==> src/rtl/fetch_stall_ctrl.sv <==
// PC register and IF/ID latch honouring hazard-unit stalls and EX-stage redirects.
// Optional PERF_CNT_EN adds saturating stall/redirect counters; otherwise both read 0.
module fetch_stall_ctrl #(
    parameter int unsigned PC_W         = 16,
    parameter int unsigned INSTR_W      = 16,
    parameter int unsigned PC_STEP      = 1,
    parameter int unsigned RESET_PC     = 0,
    parameter int unsigned FLUSH_CYCLES = 1,
    parameter int unsigned CNT_W        = 16
) (
    input  logic               clk,
    input  logic               rst,
    input  logic               pc_write,
    input  logic               ifid_write,
    input  logic               st,
    input  logic               branch_taken,
    input  logic [PC_W-1:0]    branch_target,
    input  logic [INSTR_W-1:0] imem_rdata,
    output logic [PC_W-1:0]    imem_addr,
    output logic [INSTR_W-1:0] ifid_instr,
    output logic [PC_W-1:0]    ifid_pc,
    output logic               ifid_valid,
    output logic               idex_bubble,
    output logic [1:0]         state,
    output logic [CNT_W-1:0]   stall_cnt,
    output logic [CNT_W-1:0]   flush_cnt
);

    typedef enum logic [1:0] {
        ST_RUN   = 2'b00,
        ST_STALL = 2'b01,
        ST_FLUSH = 2'b10
    } state_e;

    localparam int unsigned FCNT_W = (FLUSH_CYCLES > 1) ? $clog2(FLUSH_CYCLES) : 1;
    localparam logic [FCNT_W-1:0] FCNT_INIT = FCNT_W'(FLUSH_CYCLES - 1);
    localparam logic [PC_W-1:0]   PC_RST    = PC_W'(RESET_PC);
    localparam logic [PC_W-1:0]   PC_INC    = PC_W'(PC_STEP);

    state_e             state_q, state_d;
    logic [FCNT_W-1:0]  fcnt_q, fcnt_d;
    logic [PC_W-1:0]    pc_q, pc_d;
    logic [INSTR_W-1:0] instr_q, instr_d;
    logic [PC_W-1:0]    ifpc_q, ifpc_d;
    logic               valid_q, valid_d;
    logic               stall_edge;

    // A FLUSH edge with the counter expired behaves exactly like a RUN edge,
    // except that the state returns to RUN regardless of pc_write.
    always_comb begin
        state_d    = state_q;
        fcnt_d     = fcnt_q;
        pc_d       = pc_q;
        instr_d    = instr_q;
        ifpc_d     = ifpc_q;
        valid_d    = valid_q;
        stall_edge = 1'b0;
        if (branch_taken) begin
            pc_d    = branch_target;
            instr_d = '0;
            valid_d = 1'b0;
            fcnt_d  = FCNT_INIT;
            state_d = ST_FLUSH;
        end else if (state_q == ST_FLUSH && fcnt_q != '0) begin
            fcnt_d = fcnt_q - 1'b1;
        end else begin
            if (pc_write) begin
                pc_d = pc_q + PC_INC;
            end
            if (ifid_write) begin
                instr_d = imem_rdata;
                ifpc_d  = pc_q;
                valid_d = 1'b1;
            end
            if (state_q == ST_FLUSH) begin
                state_d = ST_RUN;
            end else begin
                state_d    = pc_write ? ST_RUN : ST_STALL;
                stall_edge = ~pc_write;
            end
        end
    end

    always_ff @(posedge clk or posedge rst) begin
        if (rst) begin
            state_q <= ST_RUN;
            fcnt_q  <= '0;
            pc_q    <= PC_RST;
            instr_q <= '0;
            ifpc_q  <= '0;
            valid_q <= 1'b0;
        end else begin
            state_q <= state_d;
            fcnt_q  <= fcnt_d;
            pc_q    <= pc_d;
            instr_q <= instr_d;
            ifpc_q  <= ifpc_d;
            valid_q <= valid_d;
        end
    end

`ifdef PERF_CNT_EN
    logic [CNT_W-1:0] stall_cnt_q, stall_cnt_d;
    logic [CNT_W-1:0] flush_cnt_q, flush_cnt_d;

    always_comb begin
        stall_cnt_d = stall_cnt_q;
        flush_cnt_d = flush_cnt_q;
        if (stall_edge && stall_cnt_q != '1) begin
            stall_cnt_d = stall_cnt_q + 1'b1;
        end
        if (branch_taken && flush_cnt_q != '1) begin
            flush_cnt_d = flush_cnt_q + 1'b1;
        end
    end

    always_ff @(posedge clk or posedge rst) begin
        if (rst) begin
            stall_cnt_q <= '0;
            flush_cnt_q <= '0;
        end else begin
            stall_cnt_q <= stall_cnt_d;
            flush_cnt_q <= flush_cnt_d;
        end
    end

    assign stall_cnt = stall_cnt_q;
    assign flush_cnt = flush_cnt_q;
`else
    logic unused_stall_edge;
    assign unused_stall_edge = stall_edge;
    assign stall_cnt = '0;
    assign flush_cnt = '0;
`endif

    assign imem_addr   = pc_q;
    assign ifid_instr  = instr_q;
    assign ifid_pc     = ifpc_q;
    assign ifid_valid  = valid_q;
    assign idex_bubble = st | ~valid_q;
    assign state       = state_q;

endmodule

==> config.mk <==
export PLATFORM = sky130hd
export DESIGN_NAME = fetch_stall_ctrl
export DESIGN_NICKNAME = d
export VERILOG_FILES = /design/src/rtl/fetch_stall_ctrl.sv
export SDC_FILE = /design/constraint.sdc
export NUM_CORES = 1
export LEC_CHECK = 0
export CAP_MARGIN = 20
export CORE_UTILIZATION = 41
export DETAILED_ROUTE_END_ITERATION = 10
export GPL_TIMING_DRIVEN = 0
export HOLD_SLACK_MARGIN = 0.02
export PLACE_DENSITY = 0.81
export SLEW_MARGIN = 30
export SYNTH_ARGS = -nofsm -noshare
export SYNTH_HDL_FRONTEND = slang
export SYNTH_SLANG_ARGS = --single-unit
==> constraint.sdc <==
create_clock -name clk -period 1.8 [get_ports clk]
set_input_delay 0.27 -clock clk [delete_from_list [all_inputs] [get_ports clk]]
set_output_delay 0.27 -clock clk [all_outputs]
set_load 0.03 [all_outputs]
==> results of run 1 <==
-- kinds of logic (layout without fill, tap and decap cells) --
logic type	Yosys count	after routing	share of synthesized area
fa+ha+maj	1	1	0.00502
flops	52	52	0.522
simple gates	59	59	0.130
buf+inv	48	146	0.123
mux	18	18	0.0803
compound gates	36	36	0.106
other cells	1	32	0.00150
xor+xnor	9	9	0.0316
-- metrics by stage --
stage                util  worst slack [ns]  hold WS (ns)
global placement    0.609            -0.880         0.489
finish              0.637            0.0594         0.261
CTS                 0.631           0.00935         0.268
floorplan               -            0.0225         0.337
detailed placement  0.613            -0.318         0.490
global route        0.637           -0.0340         0.276
-- worst paths after layout --
kind                       cells after the start  slack, ns              to
hold reg to reg                                1       0.51  ifid_instr[12]
hold / removal                                 2       0.26  ifid_instr[10]
min in group clk                               3       0.40   imem_addr[10]
setup reg to reg                               4       0.08   imem_addr[14]
max in group asynchronous                      3       1.09    imem_addr[1]
setup / recovery                               3       0.06     idex_bubble
-- cells in the mapped netlist, drive strengths merged (3+ instances only) --
master	number
inv	5
nand2	16
nand4	8
nor4	6
a221o	3
nor3b	3
xor2	4
and3	3
xnor2	5
o21ai	10
nand3	3
nor2	10
buf	38
mux2	16
a22o	16
nor3	3
clkbuf	5
dfrtp	52
-- repair_timing --
action                                  4_1_cts  5_1_grt
cloned                                        0        0
setup buffers                                 2        0
pin swaps                                     1        0
resized for setup                             5       14
endpoints found under the setup margin       27       30
hold endpoints to repair                      0        0
-- flip-flops by register name, summed over array words and instances (netlist names) --
register    cells
fcnt_q          1
ifid_instr     16
ifid_pc        16
ifid_valid      1
imem_addr      16
state           2
-- layer usage --
layer  global-route usage  wire length (um)  vias to the layer above  share of wire
li1                     -                 -                      981              -
met1                0.251              2570                      979           0.44
met2                0.306              2820                       72           0.49
met4               0.0500                72                        0          0.012
met5                    0                 0                        -              0
met3               0.0434               352                        8          0.061
-- area by class of cell --
cell class	count	area, sq um	share of cell area
Sequential cell	52	1310	0.349
Timing Repair Buffer	91	925	0.246
Multi-Input combinational cell	155	1020	0.273
Inverter	5	21.3	0.00567
Buffer	42	289	0.0771
Tap cell	75	93.8	0.0250
Clock buffer	8	90.1	0.0240
-- critical path, delay by kind of cell --
kind                   cells  cell delay [ns]
buffers and inverters      2             1.11
AND/OR/NAND/NOR            1             0.09
-- where the power goes --
part           switching, W  total (W)  leakage [nW]  internal [W]
logic              0.000559    0.00101          1.06      0.000455
clock network      0.000362   0.000676        0.0455      0.000314
registers          0.000109    0.00141         0.641       0.00130
==> flow_summary.toml, run 1 <==
[routing]
wirelength_mm = 5.81
viasPerCell = 4.77
wl_per_cell_um = 13.6
via_count = 2040
drc = 0
dr.pass1.iters = 4
drt_iter0_drc = 73
ant_nets = 0

[run]
cap_viol_max_count = 0

[global_route]
grt_overflow_total = 0
gr-usage-all-layers = 0.188
grt_first_pass_wirelength_mm = 9.19
grt_max_degree = 32
grt_pass1_vias = 1854
antenna_found_initial = 0

[setup_path]
crit_path_top_delay_cell = "clkdlybuf4s50_1"
startpoint_type = "input pin"
crit_path_max_fanout = 1
crit_path_cell_trace = "clkdlybuf4s50_1, nand2b_1, clkdlybuf4s50_1"
endpoint_kind = "output port"
r2r_start = "imem_addr[9]"
crit_top_cell = "clkdlybuf4s50_1"
cp-startpoint = "st"
cp_data_required_time_ns = 1.53
critPathKind = "in2out"
cpPeakStageDelay_ns = 0.66
crit_arrival_ns = 1.47

[synthesis]
synthDominantCellAreaShare = 0.522
postSynthCellCount = 224
synth_flop_cell = "dfrtp_1"
synth_area_sq_mm = 0.00249
yosys_register_bits = 52
syn_area_per_cell_sq_um = 11.1
synth_edf_count = 0
yosys.area.top_type = "dfrtp_1"
ys_async_sr_fraction = 1.00
yosysWarnings = 0
yosysSeqAreaShare = 0.522
synth_cell_type_count = 37
synth_area_leaders = "dfrtp_1 52%, buf_4 9.6%, mux2_2 7.2%"

[placement]
port_buffers = 88
placedCellCount = 419
routabilityCongestion = 0.791
place_area_sq_mm = 0.00361
dp_hpwl_mm = 4.34

[die]
dieArea_sq_mm = 0.00639
core_sq_mm = 0.00589
placementRows = 28
die_h_um = 80.0
ios = 122
die_w_um = 80.0
initial_core_util = 0.423

[sta]
finClkSkew_ns = 0.00486
setup_viol = 0
grt_setup_unrepaired = "true"
fmax_ghz = 0.575
slew_violations = 0
hold_viol_final = 0
layout_min_cycle_time_ns = 1.74
fin_setup_tns_ns = 0
period_share = 0.967

[clocking]
path_clk_slew_ns = 0.08
cts_root_buf = "clkbuf_8"
hold_buffers = 0
cts_buffers = 5
cts_tree = "done"
htree_num_levels = 2
cts_buffer_depth = 2
clock_latency_ns = 0.30
cts_num_sinks = 52

[layout]
stdcell_count = 428
mostFrequentLayoutCells = "80 x clkdlybuf4s50_1, 47 x dfrtp_1, 35 x buf_4"
nets = 391
fillers = 503
antenna_cells = 0
final_cell_area_sq_mm = 0.00375
layout-drive-gt1-share = 0.212
syn_to_final_growth_pct = 50.5
layout_commonest_cell = "clkdlybuf4s50_1"

[power]
max-vdd-ir-drop_uv = 487
p_leak_nw = 1.75
powerDensity_mw_per_mm2 = 826
total_power_w = 0.00310

[min_path]
hold_class = "in2async"

[status]
status = "completed"
Note: power is estimated with default switching activity, not from simulation.
==> run 2: changes to the inputs <==
--- a/config.mk
+++ b/config.mk
@@ -11,7 +11,7 @@
 export GPL_TIMING_DRIVEN = 0
 export HOLD_SLACK_MARGIN = 0.02
 export PLACE_DENSITY = 0.81
-export SLEW_MARGIN = 30
+export SLEW_MARGIN = 20
 export SYNTH_ARGS = -nofsm -noshare
 export SYNTH_HDL_FRONTEND = slang
 export SYNTH_SLANG_ARGS = --single-unit
==> run 2 against run 1 <==
Effect of this change:
- die area unchanged
- final area rose by 0.13%
- critical path type unchanged
- critical path depth unchanged
- cell count unchanged
- hold slack improved by 0.027 ns
- worst setup slack worse by 0.0012 ns
- clock power up 0.9%
- combinational power barely moved
- utilization is 0.085 points higher
- first-iteration DRC count unchanged
- critical endpoint unchanged
==> flow_summary.toml, run 2 (same netlist as run 1, synthesis figures left out) <==
[clocking]
cts_buffer_depth = 2
cts_num_sinks = 52
clock_latency_ns = 0.30
cts_buffers = 5
hold_buffers = 0
cts_tree = "done"
path_clk_slew_ns = 0.09
htree_num_levels = 2
cts_root_buf = "clkbuf_8"

[setup_path]
startpoint_type = "input pin"
endpoint_kind = "output port"
critPathKind = "in2out"
crit_arrival_ns = 1.47
cp_data_required_time_ns = 1.53
worst_r2r_path_depth = 5
crit_path_max_fanout = 1

[die]
placementRows = 28
die_h_um = 80.0
ios = 122
initial_core_util = 0.423
die_w_um = 80.0
core_sq_mm = 0.00589
dieArea_sq_mm = 0.00639

[power]
clkPwrFrac = 0.219
internal_power_w = 0.00206
combinationalPowerShare = 0.327
pwr-share-seq = 0.454
p_leak_nw = 1.75
max-vdd-ir-drop_uv = 442
swShare = 0.336
switchingPower_w = 0.00104
powerDensity_mw_per_mm2 = 827

[global_route]
antenna_found_initial = 0
grt_max_degree = 32
grt_first_pass_wirelength_mm = 9.36
grt_overflow_total = 0
gr-usage-all-layers = 0.193
grt_pass1_vias = 1918

[routing]
via_count = 2063
wirelength_mm = 5.84
drc = 0
drt_iter0_drc = 73
ant_nets = 0
viasPerCell = 4.82
dr.pass1.iters = 4
wl_per_cell_um = 13.6

[min_path]
hold_class = "in2async"

[sta]
grt_setup_unrepaired = "true"
hold_viol_final = 0
fmax_ghz = 0.574
setup_slack_ns = 0.0583
layout_min_cycle_time_ns = 1.74
finClkSkew_ns = 0.00417
period_share = 0.968
slew_violations = 0
setup_viol = 0

[run]
cap_viol_max_count = 0

[placement]
placedCellCount = 419
routabilityCongestion = 0.791
place_area_sq_mm = 0.00360
dp_hpwl_mm = 4.35
dp_slack_ns = -0.312
port_buffers = 88

[layout]
antenna_cells = 0
final_cell_area_sq_mm = 0.00376
fillers = 516
mostFrequentLayoutCells = "80 x clkdlybuf4s50_1, 45 x dfrtp_1, 35 x buf_4"
layout-drive-gt1-share = 0.227
nets = 391
layout_commonest_cell = "clkdlybuf4s50_1"
stdcell_count = 428
syn_to_final_growth_pct = 50.7

[status]
status = "completed"
## run 2: cell types whose count changed in the layout (fill, tap and decap cells not counted)
cell      before  now
and4_1         1    0
and4_4         0    1
clkbuf_1       6    4
clkinv_2       0    2
dfrtp_1       47   45
dfrtp_2        5    7
inv_2          0    1
inv_4          1    0
## run 2: worst paths after layout
check	from	to	slack, ns
min in group clk	branch_taken	imem_addr[10]	0.40
hold / removal	rst	ifid_instr[10]	0.29
setup / recovery	st	idex_bubble	0.06
hold reg to reg	ifid_instr[0]	ifid_instr[0]	0.51
setup reg to reg	imem_addr[0]	imem_addr[10]	0.11
max in group asynchronous	rst	imem_addr[7]	0.99
## run 2: per-stage QoR
stage                     total power (W)  setup TNS, ns  hold WS [ns]   util
after floorplan                   0.00203              0         0.337      -
after global placement            0.00242         -41.74         0.489  0.609
after detailed placement          0.00245          -4.83         0.490  0.612
after CTS                         0.00313              0         0.293  0.631
after global routing              0.00326        -0.0158         0.310  0.638
final                             0.00311              0         0.288  0.638
## run 2: metal layers
| metal | vias up | share of wire | global-route usage |
|---|---|---|---|
| li1 | 986 | - | - |
| met1 | 991 | 0.43 | 0.255 |
| met2 | 74 | 0.49 | 0.308 |
| met3 | 12 | 0.064 | 0.0434 |
| met4 | 0 | 0.020 | 0.0696 |
| met5 | - | 0 | 0 |
## run 2: timing repair
| action | CTS | global route |
|---|---|---|
| pin swaps | 1 | 0 |
| gates cloned | 0 | 0 |
| buffers inserted | 2 | 0 |
| endpoints found under the setup margin | 27 | 26 |
| gates resized for setup | 5 | 17 |
| endpoints found under the hold margin | 0 | 0 |
## run 2: power by group through the flow
stage          clock, W  combinational, W  sequential [W]
2_1_floorplan         0          0.000354         0.00167
3_3_place_gp          0           0.00100         0.00142
5_1_grt        0.000756           0.00107         0.00143
3_5_place_dp          0           0.00102         0.00143
4_1_cts        0.000705           0.00102         0.00141
6_report       0.000682           0.00101         0.00141
## run 2: layout make-up
| type | instances | area, sq um | area share |
|---|---|---|---|
| buffer | 42 | 289 | 0.0769 |
| clock buffer | 6 | 82.6 | 0.0220 |
| clock inverter | 2 | 10.0 | 0.00266 |
| inverter | 5 | 18.8 | 0.00500 |
| multi-input combinational | 155 | 1030 | 0.273 |
| sequential | 52 | 1310 | 0.349 |
| tap | 75 | 93.8 | 0.0250 |
| timing repair buffer | 91 | 925 | 0.246 |
## run 2: worst max-delay path, stage by stage
cell	delay, ns
clkdlybuf4s50_1	0.45
nand2b_1	0.09
clkdlybuf4s50_1	0.66
==> run 3: changes to the inputs <==
--- a/config.mk
+++ b/config.mk
@@ -6,6 +6,7 @@
 export NUM_CORES = 1
 export LEC_CHECK = 0
 export CAP_MARGIN = 20
+export CORE_ASPECT_RATIO = 2
 export CORE_UTILIZATION = 41
 export DETAILED_ROUTE_END_ITERATION = 10
 export GPL_TIMING_DRIVEN = 0
==> run 3 against run 2 <==
Effect of this change:
- the run now ends with design-rule violations left
- clock-buffer cell count up 1
- clock power up 42%
- non-clock buffer count up 2
- combinational power about the same
- hold slack better by 0.033 ns
- maximum frequency down 2.6%
- global-route usage up 0.91 points
- register-to-register slack worse by 0.04 ns
- die area up 0.30%
- cell count down 2.8%
- via count down 0.58%
- sequential share of layout area down 0.53 points
- highest routed layer unchanged
==> flow_summary.toml, run 3 (same netlist as run 1, synthesis figures left out) <==
[setup_path]
crit_arrival_ns = 1.52
startpoint_type = "flip-flop"
path_delay_family = "buffers and inverters"
critical_path_buf_inv_count = 1
cpPeakStageDelay_ns = 0.74
cp_data_required_time_ns = 1.53
endpoint_kind = "output port"
crit_path_cell_trace = "clkdlybuf4s50_1"
crit_path_max_fanout = 5
critPathKind = "reg2out"
crit_path_top_delay_cell = "clkdlybuf4s50_1"

[routing]
drt_iter0_drc = 73
viasPerCell = 4.93
dr.pass1.iters = 7
drc = 20
ant_nets = 0
wirelength_mm = 6.30
wl_per_cell_um = 15.2
via_count = 2051

[layout]
layout_commonest_cell = "clkdlybuf4s50_1"
layout-drive-gt1-share = 0.217
nets = 393
mostFrequentLayoutCells = "85 x clkdlybuf4s50_1, 49 x dfrtp_1, 35 x buf_4"
syn_to_final_growth_pct = 52.5
fillers = 459
antenna_cells = 0

[power]
pwr-share-seq = 0.413
p_leak_nw = 1.74
switchingPower_w = 0.00109
internal_power_w = 0.00231
powerDensity_mw_per_mm2 = 896
total_power_w = 0.00341
combinationalPowerShare = 0.302
max-vdd-ir-drop_uv = 931
clkPwrFrac = 0.285
swShare = 0.320

[clocking]
hold_buffers = 0
cts_tree = "done"
cts_num_sinks = 52
path_clk_slew_ns = 0.07
htree_num_levels = 2
cts_buffer_depth = 2
cts_buffers = 5
cts_root_buf = "clkbuf_16"
clock_latency_ns = 0.29

[die]
initial_core_util = 0.429
core_sq_mm = 0.00581
die_w_um = 57.1
dieArea_sq_mm = 0.00641
placementRows = 39
die_h_um = 112
ios = 122

[sta]
fmax_ghz = 0.559
period_share = 0.993
setup_viol = 0
slew_violations = 0
hold_viol_final = 0
grt_setup_unrepaired = "true"
layout_min_cycle_time_ns = 1.79
finClkSkew_ns = 0.00826
fin_setup_tns_ns = 0

[global_route]
grt_pass1_vias = 1985
antenna_found_initial = 0
grt_overflow_total = 0
grt_max_degree = 31
grt_first_pass_wirelength_mm = 9.85
gr-usage-all-layers = 0.202

[placement]
dp_hpwl_mm = 4.83
port_buffers = 88
routabilityCongestion = 0.800

[status]
status = "finished, violations left"
violations = "design-rule violations"

[min_path]
hold_class = "in2async"

[run]
cap_viol_max_count = 0
run 3: changes by cell type in the layout (fill, tap and decap cells not counted), moves of 3 or more:
cell,previous run,this run
dfrtp_2,7,3
clkbuf_16,0,5
clkdlybuf4s50_1,80,85
dfrtp_1,45,49
dlymetal6s2s_1,5,2
clkbuf_8,6,1
run 3: timing repair:
item                                    4_1_cts  5_1_grt
endpoints found under the setup margin       28       11
buffers inserted                              2        1
resized for setup                             3       10
pin swaps                                     1        1
run 3: power groups by stage:
stage	sequential, W	combinational (W)	clock, W
after floorplan	0.00167	0.000354	0
after global placement	0.00142	0.00100	0
after detailed placement	0.00143	0.00102	0
after CTS	0.00141	0.00103	0.000994
after global routing	0.00143	0.00108	0.00105
final	0.00141	0.00103	0.000970
run 3: area by class of cell:
cell class                 count  area (sq um)  area share
clock buffer                   7           143      0.0375
clock inverter                 1          7.51     0.00198
multi-input combinational    155          1030       0.272
inverter                       5          18.8     0.00494
tap                           61          76.3      0.0201
buffer                        43           290      0.0764
timing repair buffer          92           927       0.244
sequential                    52          1310       0.343
run 3: final timing paths:
kind,slack (ns),end,start,depth (start not counted)
max in group asynchronous,0.93,imem_addr[6],rst,3
worst min register to register,0.50,ifid_pc[5],ifid_pc[5],1
worst max register to register,0.07,imem_addr[14],imem_addr[1],5
min in group clk,0.42,imem_addr[11],branch_taken,3
worst min-delay path,0.32,ifid_instr[7],rst,2
worst max-delay path,0.01,imem_addr[7],imem_addr[7],1
run 3: routing by layer:
metal  global-route usage  routed length, um
met1                0.221               2290
met2                0.365               3570
met3               0.0403                320
met4               0.0894                124
met5                    0                  0
run 3: metrics by stage:
stage / setup slack [ns] / hold WS (ns) / utilization / area [sq um] / std cells
3_5_place_dp: -0.406 / 0.492 / 0.618 / 3590 / 405
2_1_floorplan: 0.0225 / 0.337 / - / 2610 / 255
4_1_cts: 0.0102 / 0.332 / 0.647 / 3760 / 415
6_report: 0.0118 / 0.321 / 0.654 / 3800 / 416
3_3_place_gp: -0.879 / 0.489 / 0.614 / 3570 / 404
5_1_grt: -0.00531 / 0.373 / 0.654 / 3800 / 416
